$ cat src/rtl/seq_ctrl_if.sv
// seq_ctrl_if: sequence-controller bundle between the counter/IR side and the controller
interface seq_ctrl_if #(parameter int SEQW = 4);
    logic [SEQW-1:0] t;
    logic [15:0] ir;
    logic start, ien, fgi, fgo;
    logic sc_en, sc_clr;
    logic [2**SEQW-1:0] tdec;
    logic [2:0] phase, op;
    logic i_bit, ien_clr, instr_done, halted, err;
    modport master(
        output t, ir, start, ien, fgi, fgo,
        input sc_en, sc_clr, tdec, phase, op, i_bit, ien_clr, instr_done, halted, err
    );
    modport slave(
        input t, ir, start, ien, fgi, fgo,
        output sc_en, sc_clr, tdec, phase, op, i_bit, ien_clr, instr_done, halted, err
    );
endinterface

$ cat src/rtl/seq_ctrl.sv
// seq_ctrl: basic-computer sequence controller (run/interrupt flags, phase decode, counter control)
module seq_ctrl #(parameter int SEQW = 4) (
    input logic clk,
    input logic rst,
    seq_ctrl_if.slave bus
);
    localparam int N = 2**SEQW;
    typedef enum logic [2:0] {IDLE, FETCH, DECODE, INDIRECT, EXEC, INTR} phase_t;
    logic s, r, err_q, i_q;
    logic [2:0] op_q;
    logic run, early, done, timeout;
    // reset masks the outputs in its own cycle, not only from the next one
    assign run = s && !rst;
    assign early = bus.t < SEQW'(3);
    assign done = run && !r && (
        (bus.t == SEQW'(3) && op_q == 3'd7) ||
        (bus.t == SEQW'(4) && (op_q == 3'd3 || op_q == 3'd4)) ||
        (bus.t == SEQW'(5) && (op_q <= 3'd2 || op_q == 3'd5)) ||
        (bus.t == SEQW'(6) && op_q == 3'd6));
    assign bus.ien_clr = run && r && bus.t == SEQW'(2);
    assign timeout = run && (&bus.t) && !done;
    assign bus.instr_done = done;
    assign bus.sc_clr = (!run && bus.start) || done || bus.ien_clr || timeout;
    assign bus.sc_en = run && !bus.sc_clr;
    assign bus.halted = !run;
    assign bus.err = err_q;
    assign bus.op = op_q;
    assign bus.i_bit = i_q;
    assign bus.tdec = {{(N-1){1'b0}}, 1'b1} << bus.t;
    // phase is a pure decode of the flags and the counter value
    always_comb begin
        bus.phase = !run ? IDLE : r ? INTR : bus.t < SEQW'(2) ? FETCH :
                    bus.t == SEQW'(2) ? DECODE :
                    (bus.t == SEQW'(3) && op_q != 3'd7 && i_q) ? INDIRECT : EXEC;
    end
    // run/interrupt flags, latched instruction fields and sticky timeout error
    always_ff @(posedge clk) begin
        if (rst) begin
            s <= 1'b0;
            r <= 1'b0;
            op_q <= 3'd0;
            i_q <= 1'b0;
            err_q <= 1'b0;
        end else begin
            if (!s && bus.start) s <= 1'b1;
            if (s && !r && bus.t == SEQW'(2)) begin
                op_q <= bus.ir[14:12];
                i_q <= bus.ir[15];
            end
            if (done && bus.t == SEQW'(3) && bus.ir == 16'h7001) s <= 1'b0;
            if (timeout) begin
                err_q <= 1'b1;
                s <= 1'b0;
            end
            if (bus.ien_clr) r <= 1'b0;
            else if (s && !r && !early && bus.ien && (bus.fgi || bus.fgo)) r <= 1'b1;
        end
    end
endmodule

$ cat src/flat_wrapper.sv
// flat-port wrapper written by rule: the top's interface ports become plain ports
module seq_ctrl_flat 
#(parameter int SEQW = 4)
  (clk, rst, bus_t, bus_ir, bus_start, bus_ien, bus_fgi, bus_fgo, bus_sc_en, bus_sc_clr, bus_tdec, bus_phase, bus_op, bus_i_bit, bus_ien_clr, bus_instr_done, bus_halted, bus_err);
  seq_ctrl_if #(.SEQW(SEQW)) bus_i ();
  input logic clk;
  input logic rst;
  input wire logic [$bits(bus_i.t)-1:0] bus_t;
  input wire logic [$bits(bus_i.ir)-1:0] bus_ir;
  input wire logic [$bits(bus_i.start)-1:0] bus_start;
  input wire logic [$bits(bus_i.ien)-1:0] bus_ien;
  input wire logic [$bits(bus_i.fgi)-1:0] bus_fgi;
  input wire logic [$bits(bus_i.fgo)-1:0] bus_fgo;
  output wire logic [$bits(bus_i.sc_en)-1:0] bus_sc_en;
  output wire logic [$bits(bus_i.sc_clr)-1:0] bus_sc_clr;
  output wire logic [$bits(bus_i.tdec)-1:0] bus_tdec;
  output wire logic [$bits(bus_i.phase)-1:0] bus_phase;
  output wire logic [$bits(bus_i.op)-1:0] bus_op;
  output wire logic [$bits(bus_i.i_bit)-1:0] bus_i_bit;
  output wire logic [$bits(bus_i.ien_clr)-1:0] bus_ien_clr;
  output wire logic [$bits(bus_i.instr_done)-1:0] bus_instr_done;
  output wire logic [$bits(bus_i.halted)-1:0] bus_halted;
  output wire logic [$bits(bus_i.err)-1:0] bus_err;
  assign bus_i.t = bus_t;
  assign bus_i.ir = bus_ir;
  assign bus_i.start = bus_start;
  assign bus_i.ien = bus_ien;
  assign bus_i.fgi = bus_fgi;
  assign bus_i.fgo = bus_fgo;
  assign bus_sc_en = bus_i.sc_en;
  assign bus_sc_clr = bus_i.sc_clr;
  assign bus_tdec = bus_i.tdec;
  assign bus_phase = bus_i.phase;
  assign bus_op = bus_i.op;
  assign bus_i_bit = bus_i.i_bit;
  assign bus_ien_clr = bus_i.ien_clr;
  assign bus_instr_done = bus_i.instr_done;
  assign bus_halted = bus_i.halted;
  assign bus_err = bus_i.err;
  seq_ctrl #(.SEQW(SEQW)) u_core (.clk(clk), .rst(rst), .bus(bus_i));
endmodule
$ cat config.mk
export PLATFORM = sky130hd
export DESIGN_NAME = seq_ctrl_flat
export DESIGN_NICKNAME = d
export VERILOG_FILES = /design/src/rtl/seq_ctrl_if.sv /design/src/rtl/seq_ctrl.sv /design/src/flat_wrapper.sv
export SDC_FILE = /design/constraint.sdc
export NUM_CORES = 1
export LEC_CHECK = 0
export CAP_MARGIN = 40
export CELL_PAD_IN_SITES_DETAIL_PLACEMENT = 0
export CELL_PAD_IN_SITES_GLOBAL_PLACEMENT = 1
export CORE_ASPECT_RATIO = 2
export CORE_MARGIN = 4
export CORE_UTILIZATION = 21
export DETAILED_ROUTE_END_ITERATION = 6
export GPL_ROUTABILITY_DRIVEN = 0
export GPL_TIMING_DRIVEN = 0
export PLACE_DENSITY_LB_ADDON = 0.15
export SETUP_SLACK_MARGIN = 0.4
export SYNTH_ARGS = -nofsm -noshare
export SYNTH_HDL_FRONTEND = slang
export SYNTH_SLANG_ARGS = --single-unit
$ cat constraint.sdc
create_clock -name clk -period 3.2 [get_ports clk]
set_clock_uncertainty 0.05 [all_clocks]
set_input_delay 0.64 -clock clk [delete_from_list [all_inputs] [get_ports clk]]
set_output_delay 0.64 -clock clk [all_outputs]
set_load 0.1 [all_outputs]
=== After elaboration in Yosys (flattened, before gate mapping) ===
Cells that the tools add are included.

* Word-level logic and storage cells: 68
* Bits in registers: 7
* Output and inout port bits: 29
* Bits of input ports: 26

* Equality and inequality tests: 12
* Mux-type cells: 5
* $lt $le $gt $ge: 3
* Shifts and indexed selects: 1
* Reductions and logical operators: 42

{| class="wikitable"
|+ Operator list
! operator !! count
|-
| logical AND 1 bit || 23
|-
| == test 16 x 15 -> 1 bit (second input constant) || 1
|-
| left shift 1 x 4 -> 16 bit (first input constant) || 1
|-
| 2-to-1 mux 3 bit || 5
|-
| == test 3 bit (second input constant) || 4
|-
| == test 4 x 3 -> 1 bit (second input constant) || 3
|-
| logical OR 1 bit || 9
|-
| == test 4 x 2 -> 1 bit (second input constant) || 2
|-
| less-than comparator 4 x 2 -> 1 bit (second input constant) || 2
|-
| zero test 1 bit || 7
|-
| AND reduction 4 bit || 1
|-
| == test 3 x 2 -> 1 bit (second input constant) || 1
|-
| <= comparator 3 x 2 -> 1 bit (second input constant) || 1
|-
| != test 3 bit (second input constant) || 1
|-
| OR reduction 3 bit || 1
|-
| OR reduction 2 bit || 1
|}

=== Logic depth before layout (Yosys ltp) ===
* Word-level depth: 12
* Mapped depth: 5
* Gate-level depth less buffers: 4

=== Least setup slack after synthesis ===
OpenSTA, ideal clock, no wires.

* Kind: input port to output port
* Start: in bus_t[0]
* End: out bus_sc_clr
* Stages: 4
* Buffers on the path: 0
* Arrival: 4.374 ns
* Slack: -1.864 ns
* Cell sequence: nor4b_2 nand2b_1 o41ai_1 a31oi_1

* Longest elaborated chain between the ends: 9
* Elaborated cells on any way between the ends: 21

{| class="wikitable"
|+ Ends and longest elaborated chain
! item !! line !! source
|-
| from (decl) || flat_wrapper.sv:8 || <nowiki>input wire logic [$bits(bus_i.t)-1:0] bus_t;</nowiki>
|-
| == test 4 x 2 -> 1 bit / == test 4 x 3 -> 1 bit (equally long branches) || seq_ctrl.sv:16, seq_ctrl.sv:17 ||
|-
| logical AND 1 bit (on tied branches) || seq_ctrl.sv:16, seq_ctrl.sv:17 ||
|-
| logical OR 1 bit || seq_ctrl.sv:16 || <nowiki>(bus.t == SEQW'(3) && op_q == 3'd7) ||</nowiki>
|-
| logical OR 1 bit || seq_ctrl.sv:17 || <nowiki>(bus.t == SEQW'(4) && (op_q == 3'd3 || op_q == 3'd4)) ||</nowiki>
|-
| logical OR 1 bit || seq_ctrl.sv:18 || <nowiki>(bus.t == SEQW'(5) && (op_q <= 3'd2 || op_q == 3'd5)) ||</nowiki>
|-
| logical AND 1 bit || seq_ctrl.sv:15 || <nowiki>assign done = run && !r && (</nowiki>
|-
| logical OR 1 bit / zero test 1 bit (equally long branches) || seq_ctrl.sv:23, seq_ctrl.sv:21 ||
|-
| logical OR 1 bit / logical AND 1 bit (equally long branches) || seq_ctrl.sv:23, seq_ctrl.sv:21 ||
|-
| logical OR 1 bit * || seq_ctrl.sv:23 || <nowiki>assign bus.sc_clr = (!run && bus.start) || done || bus.ien_clr || timeout;</nowiki>
|-
| to (decl) || flat_wrapper.sv:15 || <nowiki>output wire logic [$bits(bus_i.sc_clr)-1:0] bus_sc_clr;</nowiki>
|}

Mark *: on every way between the ends. The rest lies on a longest branch, timed or not.

=== Worst setup path in the final report ===
Ends and elaborated chain as after synthesis.

==> results.yml <==
run_status:
  status: "finished, final reports clean"
drt:
  first_pass_iters: 5
  wl_met2_mm: 1.78
  top_layer: "met4"
  wl_met1_um: 886
  post-route-drc-count: 0
  ant_nets: 0
  vias: 1032
  first_iter_violations: 13
  wl_met3_um: 207
  wire_per_inst_um: 14.5
  vias_per_cell: 5.03
  routed_wl_mm: 2.98
cts:
  cts.sinks: 7
  clock_latency_ns: 0.23
  ctsHtreeMaxLevel: 1
  cts_tree: "yes"
  clk_pin_slew_ns: 0.04
  root_buffer: "clkbuf_8"
  cts_hold_buf: 0
  clk_path_buf_depth: 2
  cts_made_buffers: 3
finish:
  layout_commonest_cell: "clkdlybuf4s50_1"
  area_delta_synth_final_pct: 223
  stdcell_area_um2: 2060
  drive_gt1_frac: 0.531
  fin_nets: 202
  mostFrequentLayoutCells: "clkdlybuf4s50_1 (36), buf_12 (17), buf_8 (13), buf_4 (13), nor2_1 (10)"
  antenna_cells: 0
logic_synthesis:
  synthesis.instances: 89
  syn-num-nets: 115
  yosys-top-cells-area: "dfxtp_1 (22%), nor2_1 (11%), mux2i_1 (6.3%), nand2b_1 (5.9%), nor3_1 (4.7%)"
  yosys.area.top_type_share: 0.220
  avgSynthCellArea_um2: 7.16
  ys_seq_elements: 7
  ys_types: 29
  ys_async_sr_fraction: 0
  synthesis.area_um2: 637
  yosysWarnings: 0
  synth_edf_count: 0
  yosysSeqAreaShare: 0.220
  ys.flop_type: "dfxtp_1"
  synth.largest_area_cell: "dfxtp_1"
global_routing:
  grt_usage: 0.160
  grt_antenna_before_repair: 0
  gr-total-overflow: 0
  grt_pass1_wl_mm: 4.78
  grt_max_degree: 11
  first_global_vias: 1132
worst_setup_path:
  crit_path_end_kind: "primary output"
  critical_path.top_delay_family: "compound AO/OA/AOI/OAI gates"
  critPathBufInv: 3
  critPathMaxFanout: 8
  path_cells: "buf_6 > or3b_4 > a211oi_4 > buf_4 > o41ai_4 > a31oi_4 > buf_12"
  crit_path_top_delay_cell: "or3b_4"
  arrival_ns: 2.11
  start_kind: "primary input"
  path_class: "primary input to primary output"
  worstPathRequired_ns: 2.51
  slowest_delay_ns: 0.40
floorplan:
  rows: 28
  initial_core_util: 0.216
  dieArea_um2: 4030
  dieHeight_um: 85.9
  fp.dieW_um: 46.9
  io_pins: 55
  core_um2: 2940
timing:
  maxSlewHeadroom: 0.768
  max_freq_ghz: 0.358
  post-route-min-period_ns: 2.80
  fin_crit_sh: 0.874
  rsz0062_at_grt: "yes"
  tightest_slew_ns: 0.347
  finalSetupViolCount: 0
  slew_viol_final: 0
  hold_violations: 0
  layout_setup_ws_ns: 0.403
power:
  ir_drop_v: 0.000228
  comb_power_share: 0.522
  p_total_uw: 459
  p_sw_frac: 0.388
  power_density_nw_per_um2: 223
  p_leak_nw: 0.786
  pwr-share-clk: 0.273
  seqPwrFrac: 0.205
  intPower_uw: 281
  p_switching_uw: 178
placement:
  numPortBuffers: 53
  dpl_cell_area_um2: 1850
  pre_cts_slack_ns: -0.695
  post-dp-hpwl_mm: 2.49
worst_hold_path:
  min_path_type: "register to register"
run:
  maxCapViolations: 0
stage by stage:
| stage | utilization | setup TNS (ns) | cells | hold slack [ns] |
|---|---|---|---|---|
| finish | 0.700 | 0 | 205 | 0.414 |
| global route | 0.700 | 0 | 205 | 0.457 |
| CTS | 0.701 | 0 | 209 | 0.427 |
| detailed placement | 0.630 | -11.07 | 201 | 0.411 |
| global placement | 0.482 | -19.19 | 172 | 0.407 |
| floorplan | - | -0.224 | 89 | 0.463 |
worst reg2reg max path, cell delays in order, from the launching register on:
cell      delay (ns)
dfxtp_1         0.38
or3b_4          0.41
a211oi_4        0.29
o311a_2         0.27
a21oi_1         0.07
cells in the mapped netlist (3+ instances only):
library cell / n
nor3_1: 6
and3_1: 3
nand3_1: 4
a21oi_1: 4
nand2b_1: 6
nand2_1: 4
dfxtp_1: 7
or3b_1: 3
nor2_1: 18
clkbuf_1: 4
mux2i_1: 4
timing repair:
item / CTS / global route
hold endpoints to repair: 0 / 0
buffers inserted: 11 / 1
gates resized for setup: 57 / 11
pin swaps: 8 / 6
setup endpoints to repair: 23 / 15
cell type report:
type / instances / area [um2]
Clock buffer: 4 / 45.0
Timing Repair Buffer: 82 / 1010
Sequential cell: 7 / 141
Buffer: 5 / 75.1
Multi-Input combinational cell: 74 / 733
Inverter: 3 / 15.0
Fill cell: 232 / 883
Tap cell: 30 / 37.5
flip-flops by register name, summed over array words and instances (netlist names):
| name | cells |
|---|---|
| u_core.bus.op | 3 |
| u_core.bus.err | 1 |
| u_core.bus.i_bit | 1 |
| u_core.s | 1 |
| u_core.r | 1 |
final timing paths:
check | start | to | slack (ns) | cells after the start
worst max-delay path | bus_t[0] | bus_sc_clr | 0.40 | 7
worst min-delay path | u_core.bus.err | u_core.bus.err | 0.41 | 2
worst max register to register | u_core.bus.op[0] | u_core.s | 1.63 | 4
worst min register to register | u_core.bus.err | u_core.bus.err | 0.41 | 2
power groups by stage:
stage / clock [mW] / combinational (mW) / sequential, mW
floorplan: 0 / 0.124 / 0.0989
global placement: 0 / 0.187 / 0.0948
detailed placement: 0 / 0.221 / 0.0949
CTS: 0.130 / 0.240 / 0.0940
global route: 0.138 / 0.250 / 0.0942
finish: 0.125 / 0.240 / 0.0941
kinds of logic (layout without fill, tap and decap cells):
kind of cell           count (synthesis)  in the layout  synth area share
AOI/OAI and AO/OA                     15             15             0.187
buffers and inverters                  8             94            0.0491
and+or+nand+nor                       55             55             0.481
DFF                                    7              7             0.220
muxes                                  4              4            0.0629
layer usage:
| metal | vias to the layer above | GRT usage |
|---|---|---|
| li1 | 498 | - |
| met1 | 478 | 0.146 |
| met2 | 47 | 0.301 |
| met3 | 9 | 0.0378 |
| met4 | 0 | 0.0756 |
| met5 | - | 0 |
No activity file was read; power rests on OpenSTA's default activity.
